`config.mk`:
```
export PLATFORM = sky130hd
export DESIGN_NAME = rf_shutdown_sequencer
export DESIGN_NICKNAME = d
export VERILOG_FILES = /design/src/rtl/rf_safety_pkg.sv /design/src/rtl/rf_shutdown_sequencer_ramp_stepper.sv /design/src/rtl/rf_shutdown_sequencer.sv
export SDC_FILE = /design/constraint.sdc
export NUM_CORES = 1
export LEC_CHECK = 0
export ABC_CLOCK_PERIOD_IN_PS = 9700
export BUFFER_PORTS_ARGS = -buffer_cell sky130_fd_sc_hd__buf_2
export CAP_MARGIN = 30
export CORE_ASPECT_RATIO = 0.7
export CORE_MARGIN = 2
export CORE_UTILIZATION = 42
export CTS_BUF_LIST = sky130_fd_sc_hd__clkbuf_8
export DETAILED_ROUTE_END_ITERATION = 7
export MAX_ROUTING_LAYER = met4
export SLEW_MARGIN = 10
export SYNTH_ARGS = -nofsm -noshare
export SYNTH_HDL_FRONTEND = slang
export SYNTH_SLANG_ARGS = --single-unit
```
`constraint.sdc`:
```
create_clock -name clk -period 9.7 [get_ports clk]
set_input_delay 0.97 -clock clk [delete_from_list [all_inputs] [get_ports clk]]
set_output_delay 0.97 -clock clk [all_outputs]
set_load 0.01 [all_outputs]
```
`src/rtl/rf_safety_pkg.sv`:
```
// ---------------------------------------------------------------------------
// rf_safety_pkg
// Shared definitions for the RF shutdown path: FSM state encoding, state
// width and the default ramp constants that the register map also uses.
// ---------------------------------------------------------------------------
package rf_safety_pkg;

   localparam int STATE_W = 2;

   typedef enum logic [STATE_W-1:0] {
      ST_RUN     = 2'd0,
      ST_RAMP    = 2'd1,
      ST_SAFE    = 2'd2,
      ST_RECOVER = 2'd3
   } rf_state_e;

   localparam int DEF_AMP_W            = 16;
   localparam int DEF_RAMP_STEP        = 256;
   localparam int DEF_STEP_DIV         = 16;
   localparam int DEF_CNT_W            = 8;
   localparam int DEF_WARN_ATTEN_SHIFT = 1;

   // Divider counter width; a divide-by-1 still needs a 1-bit counter.
   function automatic int div_cnt_w(input int div);
      return (div > 1) ? $clog2(div) : 1;
   endfunction

endpackage

```
`src/rtl/rf_shutdown_sequencer_ramp_stepper.sv`:
```
// ---------------------------------------------------------------------------
// ramp_stepper
// Holds the amplitude register and the STEP_DIV cycle divider. While enabled
// it steps the value once every STEP_DIV cycles, either down towards zero
// (saturating) or up towards a target (clamped, computed one bit wider so it
// never wraps). A direct load overrides stepping.
//
// Ports:
//   clk, rstn     clock, asynchronous active-low reset
//   i_clr         clear the divider (step phase restarts)
//   i_en          advance the divider / allow stepping
//   i_dir         1 = step up towards i_target, 0 = step down towards 0
//   i_load        load i_load_val into the value register
//   i_load_val    value to load
//   i_target      upper clamp / completion target for up-steps
//   o_value       current amplitude value (registered)
//   o_step        strobe: a step is applied on this edge
//   o_at_target   up: value >= target; down: value == 0
// ---------------------------------------------------------------------------
module ramp_stepper
   import rf_safety_pkg::*;
#(
   parameter int AMP_W     = DEF_AMP_W,
   parameter int RAMP_STEP = DEF_RAMP_STEP,
   parameter int STEP_DIV  = DEF_STEP_DIV
) (
   input  logic             clk,
   input  logic             rstn,
   input  logic             i_clr,
   input  logic             i_en,
   input  logic             i_dir,
   input  logic             i_load,
   input  logic [AMP_W-1:0] i_load_val,
   input  logic [AMP_W-1:0] i_target,
   output logic [AMP_W-1:0] o_value,
   output logic             o_step,
   output logic             o_at_target
);

   generate
      if (RAMP_STEP <= 0) begin : g_bad_step
         $error("ramp_stepper: RAMP_STEP must be greater than zero");
      end
      if (STEP_DIV < 1) begin : g_bad_div
         $error("ramp_stepper: STEP_DIV must be at least one");
      end
   endgenerate

   localparam int               DIV_W    = div_cnt_w(STEP_DIV);
   localparam logic [DIV_W-1:0] DIV_LAST = DIV_W'(STEP_DIV - 1);
   localparam logic [AMP_W:0]   STEP_EXT = (AMP_W + 1)'(RAMP_STEP);
   localparam logic [AMP_W-1:0] STEP_LO  = STEP_EXT[AMP_W-1:0];

   logic [DIV_W-1:0] r_div;
   logic [AMP_W-1:0] r_value;
   logic             w_step;
   logic [AMP_W:0]   w_sum;
   logic [AMP_W-1:0] w_up;
   logic [AMP_W-1:0] w_down;
   logic             w_gt_step;

   assign w_step = i_en & ~i_clr & (r_div == DIV_LAST);

   always_comb begin
      w_sum     = {1'b0, r_value} + STEP_EXT;
      w_up      = (w_sum > {1'b0, i_target}) ? i_target : w_sum[AMP_W-1:0];
      // When the step exceeds the value the result pins at zero; the low
      // slice of the step is only used when the value is strictly larger.
      w_gt_step = ({1'b0, r_value} > STEP_EXT);
      w_down    = w_gt_step ? (r_value - STEP_LO) : '0;
   end

   always_ff @(posedge clk or negedge rstn) begin
      if (!rstn) begin
         r_div   <= '0;
         r_value <= '0;
      end else begin
         if (i_clr) begin
            r_div <= '0;
         end else if (i_en) begin
            r_div <= (r_div == DIV_LAST) ? '0 : r_div + 1'b1;
         end

         if (i_load) begin
            r_value <= i_load_val;
         end else if (w_step) begin
            r_value <= i_dir ? w_up : w_down;
         end
      end
   end

   assign o_value     = r_value;
   assign o_step      = w_step;
   assign o_at_target = i_dir ? (r_value >= i_target) : (r_value == '0);

endmodule

```
`src/rtl/rf_shutdown_sequencer.sv`:
```
// ---------------------------------------------------------------------------
// rf_shutdown_sequencer
// Governs the AM carrier amplitude downstream of the watchdog. A watchdog
// trip ramps the amplitude down to zero, then drops RF enable and latches
// the fault. Recovery needs a rearm while the watchdog is clear, followed by
// a soft ramp-up to the requested amplitude.
//
// Optional build macro: RF_SHUTDOWN_WARN_ATTEN_EN
//   defined   - in RUN with warning_i=1, amplitude is amp_i >> WARN_ATTEN_SHIFT
//   undefined - warning_i is ignored
//
// Ports:
//   clk              system clock
//   rstn             asynchronous active-low reset
//   triggered_i      watchdog triggered level
//   warning_i        watchdog warning level
//   rearm_i          single-cycle rearm request
//   amp_i            requested amplitude scale (unsigned)
//   amp_o            amplitude scale to modulator (registered)
//   rf_enable_o      DAC/RF output enable (registered)
//   fault_latched_o  sticky fault flag
//   state_o          current FSM state
//   trip_count_o     saturating count of RAMP entries
// ---------------------------------------------------------------------------
module rf_shutdown_sequencer
   import rf_safety_pkg::*;
#(
   parameter int AMP_W            = DEF_AMP_W,
   parameter int RAMP_STEP        = DEF_RAMP_STEP,
   parameter int STEP_DIV         = DEF_STEP_DIV,
   parameter int CNT_W            = DEF_CNT_W,
   parameter int WARN_ATTEN_SHIFT = DEF_WARN_ATTEN_SHIFT
) (
   input  logic               clk,
   input  logic               rstn,
   input  logic               triggered_i,
   input  logic               warning_i,
   input  logic               rearm_i,
   input  logic [AMP_W-1:0]   amp_i,
   output logic [AMP_W-1:0]   amp_o,
   output logic               rf_enable_o,
   output logic               fault_latched_o,
   output logic [STATE_W-1:0] state_o,
   output logic [CNT_W-1:0]   trip_count_o
);

   rf_state_e        r_state;
   rf_state_e        w_state_nxt;
   logic             r_rf_en;
   logic             w_rf_en_nxt;
   logic             r_fault;
   logic             w_fault_nxt;
   logic [CNT_W-1:0] r_trip;
   logic [CNT_W-1:0] w_trip_nxt;
   logic [CNT_W-1:0] w_trip_inc;

   logic             w_clr;
   logic             w_en;
   logic             w_dir;
   logic             w_load;
   logic [AMP_W-1:0] w_load_val;
   logic [AMP_W-1:0] w_amp;
   logic             w_step;
   logic             w_at_target;
   logic [AMP_W-1:0] w_run_amp;
   logic             w_unused;

`ifdef RF_SHUTDOWN_WARN_ATTEN_EN
   assign w_run_amp = warning_i ? (amp_i >> WARN_ATTEN_SHIFT) : amp_i;
`else
   assign w_run_amp = amp_i;
`endif

   // Signals not needed in every build are folded here.
   assign w_unused = ^{warning_i, w_step, (WARN_ATTEN_SHIFT != 0)};

   assign w_trip_inc = (r_trip == '1) ? r_trip : r_trip + 1'b1;

   ramp_stepper #(
      .AMP_W     (AMP_W),
      .RAMP_STEP (RAMP_STEP),
      .STEP_DIV  (STEP_DIV)
   ) u_stepper (
      .clk         (clk),
      .rstn        (rstn),
      .i_clr       (w_clr),
      .i_en        (w_en),
      .i_dir       (w_dir),
      .i_load      (w_load),
      .i_load_val  (w_load_val),
      .i_target    (amp_i),
      .o_value     (w_amp),
      .o_step      (w_step),
      .o_at_target (w_at_target)
   );

   always_ff @(posedge clk or negedge rstn) begin
      if (!rstn) begin
         r_state <= ST_RECOVER;
         r_rf_en <= 1'b0;
         r_fault <= 1'b0;
         r_trip  <= '0;
      end else begin
         r_state <= w_state_nxt;
         r_rf_en <= w_rf_en_nxt;
         r_fault <= w_fault_nxt;
         r_trip  <= w_trip_nxt;
      end
   end

   always_comb begin
      w_state_nxt = r_state;
      w_rf_en_nxt = r_rf_en;
      w_fault_nxt = r_fault;
      w_trip_nxt  = r_trip;
      w_clr       = 1'b0;
      w_en        = 1'b0;
      w_dir       = 1'b0;
      w_load      = 1'b0;
      w_load_val  = w_amp;

      unique case (r_state)
         ST_RUN: begin
            w_rf_en_nxt = 1'b1;
            if (triggered_i) begin
               // Amplitude holds on the trip edge; the ramp starts from here.
               w_state_nxt = ST_RAMP;
               w_fault_nxt = 1'b1;
               w_trip_nxt  = w_trip_inc;
               w_clr       = 1'b1;
            end else begin
               w_load     = 1'b1;
               w_load_val = w_run_amp;
            end
         end

         ST_RAMP: begin
            w_dir = 1'b0;
            if (w_at_target) begin
               w_state_nxt = ST_SAFE;
               w_rf_en_nxt = 1'b0;
            end else begin
               w_en = 1'b1;
            end
         end

         ST_SAFE: begin
            w_rf_en_nxt = 1'b0;
            w_load      = 1'b1;
            w_load_val  = '0;
            if (rearm_i && !triggered_i) begin
               w_state_nxt = ST_RECOVER;
               w_fault_nxt = 1'b0;
               w_rf_en_nxt = 1'b1;
               w_clr       = 1'b1;
            end
         end

         ST_RECOVER: begin
            w_rf_en_nxt = 1'b1;
            w_dir       = 1'b1;
            if (triggered_i) begin
               w_state_nxt = ST_RAMP;
               w_fault_nxt = 1'b1;
               w_trip_nxt  = w_trip_inc;
               w_clr       = 1'b1;
            end else if (w_at_target) begin
               // Covers both reaching the target and amp_i dropping below.
               w_state_nxt = ST_RUN;
               w_load      = 1'b1;
               w_load_val  = amp_i;
            end else begin
               w_en = 1'b1;
            end
         end

         default: begin
            w_state_nxt = ST_RECOVER;
         end
      endcase
   end

   assign amp_o           = w_amp;
   assign rf_enable_o     = r_rf_en;
   assign fault_latched_o = r_fault;
   assign state_o         = r_state;
   assign trip_count_o    = r_trip;

endmodule

```
==> flow_metrics.py <==
metrics = {
    "critical_path": {
        "cp-end-kind": "register",
        "path_cells": "ha_1 -> and3_1 -> nand3_1 -> xnor2_1 -> ha_1 -> and3_1 -> o211ai_1 -> o41ai_2 -> nand3_1 -> a21o_1 -> and2_1 -> o21ai_2",
        "cp_max_fo": 11,
        "cp_slowest_cell": "dfrtp_1",
        "path_delay_family": "compound AO/OA/AOI/OAI gates",
        "max_stage_delay_ns": 0.57,
        "critPathKind": "register to register",
        "path_buf_inv": 0,
        "startpoint_type": "register",
        "crit_required_ns": 9.93,
        "worstPathArrival_ns": 4.14,
    },
    "die": {
        "num_rows": 25,
        "fp.dieW_um": 102.2,
        "fp.dieArea_um2": 7437,
        "coreArea_um2": 6631,
        "die_y_um": 72.76,
        "io_pins": 49,
        "initial_core_util_pct": 42.77,
    },
    "synthesis": {
        "yosysTopAreaCell": "dfrtp_1",
        "ys_seq_area_share_pct": 28.32,
        "synth_fp_nets": 378,
        "synthFlopType": "dfrtp_1",
        "yosysMostFrequentCell": "inv_1",
        "synth-edff-count": 0,
        "yosysTopAreaCellShare_pct": 26.47,
        "synth_common_cells": "inv_1 (41), ha_1 (34), dfrtp_1 (30), nor2_1 (26), a21oi_1 (25)",
        "ys_seq_elements": 32,
        "synth_cell_types": 54,
        "synth_warnings": 0,
        "syn_area_per_cell_um2": 8.782,
        "synth_area_um2": 2836,
        "synthTopCellsByArea": "dfrtp_1 (26%), ha_1 (15%), inv_1 (5.4%)",
        "async_reset_ff_share_pct": 100.0,
        "synthCells": 323,
    },
    "timing": {
        "rsz0062_at_grt": "false",
        "max_freq_mhz": 255.7,
        "finClkSkew_ns": 0.01148,
        "finalHoldWorstSlack_ns": 0.4905,
        "worst_pin_slew_ns": 0.7727,
        "setup_tns_ns": 0,
        "fin_ws_ns": 5.789,
        "timing.final.max_slew_violations": 0,
        "period_needed_ns": 3.911,
        "slew_headroom_pct": 48.49,
        "hold_viol": 0,
        "setup_viol": 0,
        "fin_crit_sh_pct": 40.32,
    },
    "cts": {
        "ctsHoldBuffers": 0,
        "clk_path_buf_depth": 2,
        "clk_pin_slew_worst_paths_ns": 0.08,
        "cts-htree-levels": 2,
        "cts.sinks": 32,
        "cts_setup_buffers": 0,
        "cts.repair.resized": 0,
        "clkLatencyLatePin_ns": 0.30,
        "numCtsBuffers": 5,
        "cts_tree": "built",
        "root_buffer": "clkbuf_8",
    },
    "placed_design": {
        "dp_cells": 455,
        "port_buffers": 47,
        "postPlaceCellArea_um2": 3131,
        "dp_slack_ns": 5.738,
        "hpwlAfterDp_mm": 5.320,
        "gp_congestion": 0.8868,
    },
    "pwr": {
        "leakagePower_nw": 1.548,
        "ir_worst_vdd_mv": 0.1450,
        "power-per-cell-area_nw_per_um2": 362.6,
    },
    "global_routing": {
        "grt_antenna_before_repair": 0,
        "grt_max_degree": 33,
        "grt-ovfl-total": 0,
        "grt_pass1_wl_mm": 11.55,
        "grt_pass1_vias": 2347,
        "grt_usage_pct": 20.61,
    },
    "route": {
        "remaining_drc_errors": 0,
        "drtIter0Drc": 140,
        "vias": 2508,
        "firstDrtPassIters": 4,
        "wl_mm": 6.938,
        "avgRoutedWirePerCell_um": 14.98,
        "detail-route-antenna-nets": 0,
        "routed_via_density": 5.417,
    },
    "flow_run": {
        "maxCapViolations": 0,
    },
    "status": {
        "outcome": "finished, final reports clean",
    },
    "final_layout": {
        "drive_above_1_share_pct": 21.14,
        "area_delta_synth_final_pct": 14.29,
        "num_antenna_cells": 0,
        "final_area_um2": 3242,
        "fin_cells": 463,
        "regArea_um2": 803.3,
        "multi_input_area_um2": 1813,
        "fill_cells": 668,
        "nNetsFinal": 423,
    },
    "worst_hold_path": {
        "holdCritPathClass": "register to register",
    },
}
per-stage QoR:
stage | power, mW | util [%]
2_1_floorplan | 0.8603 | -
3_3_place_gp | 1.034 | 47.21
3_5_place_dp | 1.045 | 47.21
4_1_cts | 1.183 | 48.89
5_1_grt | 1.298 | 48.89
6_report | 1.175 | 48.89
power by group:
group	internal, mW	switching (mW)
clock network	0.0761	0.0583
logic	0.318	0.440
registers	0.195	0.0873
state kept, by name, summed over array words and instances (netlist names):
| name | flops |
|---|---|
| rf_enable_o | 1 |
| fault_latched_o | 1 |
| state_o | 2 |
| u_stepper.o_value | 16 |
| u_stepper.r_div | 4 |
| trip_count_o | 8 |
final timing paths:
| path | from | end | slack, ns | depth (start not counted) |
|---|---|---|---|---|
| worst max-delay path | u_stepper.o_value[8]$_DFFE_PN0P_ | u_stepper.o_value[5]$_DFFE_PN0P_ | 5.79 | 12 |
| worst min-delay path | trip_count_o[5]$_DFFE_PN0P_ | trip_count_o[5]$_DFFE_PN0P_ | 0.49 | 1 |
| worst max register to register | u_stepper.o_value[8]$_DFFE_PN0P_ | u_stepper.o_value[5]$_DFFE_PN0P_ | 5.79 | 12 |
| worst min register to register | trip_count_o[5]$_DFFE_PN0P_ | trip_count_o[5]$_DFFE_PN0P_ | 0.49 | 1 |
| max in group asynchronous | rstn | fault_latched_o$_DFFE_PN0P_ | 8.45 | 1 |
| min in group asynchronous | rstn | u_stepper.o_value[12]$_DFFE_PN0P_ | 0.74 | 1 |
layer usage:
metal / routed length, µm / part of all wire, % / global-route usage, %
met2: 3000 / 43 / 29.31
met1: 3466 / 50 / 30.60
met5: 0 / 0 / -
met3: 428 / 6.2 / 3.831
met4: 43 / 0.62 / 4.000
placed cells by master, fill, tap and decap left out, types with 5 or more instances in the layout:
master	n
o21ai_2	8
inv_1	41
xor2_1	6
and3_1	8
dfrtp_1	30
nand3_1	13
xnor2_1	11
o221ai_1	5
ha_1	34
nor4_1	6
nand4_1	15
a2bb2oi_1	5
clkbuf_8	5
nor2_1	26
nand2_1	14
o21ai_0	8
buf_2	47
a21oi_1	25
kinds of logic after synthesis:
| kind of cell | Yosys count | share of synthesized area, % |
|---|---|---|
| simple gates | 98 | 17.78 |
| mux | 6 | 2.382 |
| flops | 32 | 28.32 |
| buf+inv | 51 | 7.764 |
| fa+ha+maj | 34 | 15.00 |
| xor+xnor | 17 | 5.249 |
| compound gates | 85 | 23.51 |
cell type report:
type                       instances  share of cell area, %
timing repair buffer              48                  7.487
clock inverter                     3                  1.312
sequential                        32                  24.78
inverter                          41                  4.747
clock buffer                       5                  2.123
tap                               94                  3.628
multi-input combinational        240                  55.92
No activity file was read; power rests on OpenSTA's default activity.
